### config.mk
export PLATFORM = sky130hd
export DESIGN_NAME = laby7_sumator
export DESIGN_NICKNAME = d
export VERILOG_FILES = /design/src/rtl/laby7_sumator.sv
export SDC_FILE = /design/constraint.sdc
export NUM_CORES = 1
export LEC_CHECK = 0
export ABC_AREA = 1
export CAP_MARGIN = 20
export CELL_PAD_IN_SITES_DETAIL_PLACEMENT = 0
export CELL_PAD_IN_SITES_GLOBAL_PLACEMENT = 1
export CORE_AREA = 2 2 39 41
export CTS_CLUSTER_SIZE = 24
export DETAILED_ROUTE_END_ITERATION = 16
export DIE_AREA = 0 0 41 43
export GPL_ROUTABILITY_DRIVEN = 0
export HOLD_SLACK_MARGIN = 0.15
export PLACE_DENSITY_LB_ADDON = 0.1
export SLEW_MARGIN = 20
export SYNTH_ARGS = -nofsm -noshare
export SYNTH_HDL_FRONTEND = slang
export SYNTH_SLANG_ARGS = --single-unit
### constraint.sdc
create_clock -name clk -period 0.9 [get_ports clk]
set_input_delay 0.18 -clock clk [delete_from_list [all_inputs] [get_ports clk]]
set_output_delay 0.18 -clock clk [all_outputs]
set_load 0.01 [all_outputs]
### src/rtl/laby7_sumator.sv
// -----------------------------------------------------------------------------
// laby7_sumator
//
// Registered unsigned adder with a valid strobe. Two WIDTH-bit operands are
// summed at WIDTH+1 bits, so the carry-out is kept and the result never wraps
// or saturates. The sum appears exactly one clock after the operands are
// sampled with in_valid high. With in_valid low the previous sum is held and
// out_valid drops.
//
// Parameters
//   WIDTH      operand width in bits (>= 1); the result is WIDTH+1 bits wide
//
// Ports
//   clk        in   1        system clock, rising-edge active
//   rst        in   1        asynchronous, active-high reset
//   in_valid   in   1        a/b carry valid operands this cycle
//   a          in   WIDTH    operand A, unsigned
//   b          in   WIDTH    operand B, unsigned
//   y          out  WIDTH+1  registered sum a+b, unsigned
//   out_valid  out  1        y holds a freshly computed sum
// -----------------------------------------------------------------------------
module laby7_sumator #(
    parameter int WIDTH = 2
) (
    input  logic             clk,
    input  logic             rst,
    input  logic             in_valid,
    input  logic [WIDTH-1:0] a,
    input  logic [WIDTH-1:0] b,
    output logic [WIDTH:0]   y,
    output logic             out_valid
);

    logic [WIDTH:0] sum_s;
    logic [WIDTH:0] y_d;
    logic [WIDTH:0] y_q;
    logic           valid_d;
    logic           valid_q;

    // Zero-extend both operands before adding so the carry lands in the top bit.
    always_comb begin
        sum_s = {1'b0, a} + {1'b0, b};
    end

    // Next-state: load the sum on a valid cycle, otherwise hold y and drop valid.
    // a/b are ignored entirely while in_valid is low.
    always_comb begin
        y_d     = y_q;
        valid_d = 1'b0;
        if (in_valid) begin
            y_d     = sum_s;
            valid_d = 1'b1;
        end else begin
            y_d     = y_q;
            valid_d = 1'b0;
        end
    end

    // Result and strobe registers; reset clears both immediately and discards
    // any operands presented in the same cycle.
    always_ff @(posedge clk or posedge rst) begin
        if (rst) begin
            y_q     <= {(WIDTH + 1){1'b0}};
            valid_q <= 1'b0;
        end else begin
            y_q     <= y_d;
            valid_q <= valid_d;
        end
    end

    assign y         = y_q;
    assign out_valid = valid_q;

endmodule

==> results.cfg <==
[run_status]
status = finished, violations left
violations = setup timing

[setup_path]
crit_slowest_cell = dfrtp_1
critPathBufInv = 1
critPathArrivalTime_ns = 0.73
crit_chain = buf_2
worstSetupEndpointType = primary output
r2r_setup_slack_ns = 0.09
critPathTopFamily = flip-flops
cpPeakStageDelay_ns = 0.36
required_ns = 0.72
path_class = flip-flop to primary output
path_max_fanout = 2
critPathLaunchType = flip-flop

[pwr]
power.total_mw = 0.556
power_density_nw_per_um2 = 1540
p_leak_nw = 0.206
peakVddDrop_v = 0.000255

[sta]
period_needed_ns = 0.913
grt_setup_unrepaired = true
final.setup.worst_slack_ns = -0.0127
holdWs_ns = 0.260
hold_viol_final = 0
drv_slew = 0
relSlewSlack = 0.875
setup_violations = 3
tns_ns = -0.0323
worst_pin_slew_ns = 0.187
period_share = 1.01
max_freq_mhz = 1100
skew_ns = 0

[clocking]
cts_root_buf = clkbuf_4
clk_latency_ns = 0.23
cts.path.max_buffers = 2
cts_max_level = 1
cts_buffers = 3
cts_tree = done
clk_pin_slew_ns = 0.03
clock-sinks = 4

[cells_and_area]
nNetsFinal = 51
n_antenna_cell = 0
utilization = 0.260
fin_area_sq_um = 360
multi_input_comb_area_sq_um = 78.8
finalNonFillerCells = 56
area_growth_syn_to_layout_pct = 87.0
drive_gt1_frac = 0.475
fill_cells = 165
regArea_sq_um = 100

[routing]
routed_via_density = 3.36
drt_first_pass_iters = 4
ant_nets = 0
drc = 0
vias = 188
first_iter_violations = 2
avgRoutedWirePerCell_microns = 7.23
routed_wirelength_microns = 405

[logic_synthesis]
yosysMostFrequentCell = nand2_1
ys_seq_elements = 4
synth.distinct_cells = 6
synthesis.area_sq_um = 193
synth_common_cells = nand2_1, inv_1, dfrtp_1
syn_area_per_cell_sq_um = 8.76
synth_fp_nets = 31
yosysSeqAreaShare = 0.519
yosysTopAreaCell = dfrtp_1
async_flop_share = 1.00
synth-edff-count = 0
synth_flop_cell = dfrtp_1
netlist_top_cells_area = dfrtp_1, nand2_1, inv_1
synthCells = 22
ys_warn_count = 0
yosysTopAreaCellShare = 0.519

[global_routing]
grt_pass1_vias = 205
grt_overflow_total = 0
grt_max_degree = 6
antenna_found_initial = 0
grt_usage = 0.0605
grt_pass1_wl_microns = 662

[floorplan]
ios = 11
die_h_microns = 43
dieArea_sq_um = 1760
core-area_sq_um = 1380
initial_core_util = 0.139
die_w_microns = 41
fp-row-count = 14

[placement]
dp_hpwl_microns = 318
dp.cells = 51
io_buffer_count = 10
pre_cts_ws_ns = -0.706
placed_area_sq_um = 348

[job]
cap_violations = 0

[worst_hold_path]
hp-class = primary input to flip-flop
-- kinds of logic after synthesis --
family                     after synthesis  share of synthesized area
adders and majority gates                2                      0.169
DFF                                      4                      0.520
buffers and inverters                    7                      0.136
and+or+nand+nor                          9                      0.175
-- what timing repair did --
| item | in CTS | in global routing |
|---|---|---|
| pin swaps | 3 | 2 |
| buffers inserted | 1 | 0 |
| hold endpoints to repair | 4 | 0 |
| gates resized for setup | 28 | 5 |
| setup endpoints to repair | 6 | 5 |
| hold buffers | 1 | 0 |
-- sequential cells by signal, indices dropped and copies added (netlist names) --
| register | cells |
|---|---|
| y | 3 |
| out_valid | 1 |
-- power by group --
group	internal, mW	leakage [nW]	switching, mW	total (mW)
Clock	0.148	0.0138	0.0633	0.212
Combinational	0.0792	0.143	0.0566	0.136
Sequential	0.200	0.0486	0.00812	0.208
Total	0.428	0.206	0.128	0.556
-- final timing paths --
check,startpoint,endpoint,cells after the start
min,a[0],y[0],4
max,y[2],y[2],1
min in group asynchronous,rst,y[2],3
min reg2reg,y[2],y[2],3
max reg2reg,y[0],y[0],4
max in group asynchronous,rst,out_valid,3
-- metal layers --
| metal | wire (microns) | GRT usage |
|---|---|---|
| met1 | 155 | 0.0554 |
| met2 | 219 | 0.0875 |
| met3 | 31 | 0.0157 |
| met4 | 0 | 0.0800 |
| met5 | 0 | 0 |
-- cell usage in the layout (no fill, tap or decap) --
cell / instances
buf_4: 4
buf_2: 4
clkdlybuf4s50_1: 2
buf_6: 2
fa_1: 1
inv_2: 3
clkbuf_2: 2
inv_1: 4
ha_4: 1
clkbuf_4: 3
nand2_1: 9
dfrtp_1: 4
dlygate4sd3_1: 1
-- area by class of cell --
type | count | area share
Sequential cell | 4 | 0.278
Multi-Input combinational cell | 11 | 0.219
Timing Repair Buffer | 15 | 0.312
Tap cell | 16 | 0.0556
Inverter | 7 | 0.0729
Clock buffer | 3 | 0.0625
No activity file was read; power rests on OpenSTA's default activity.
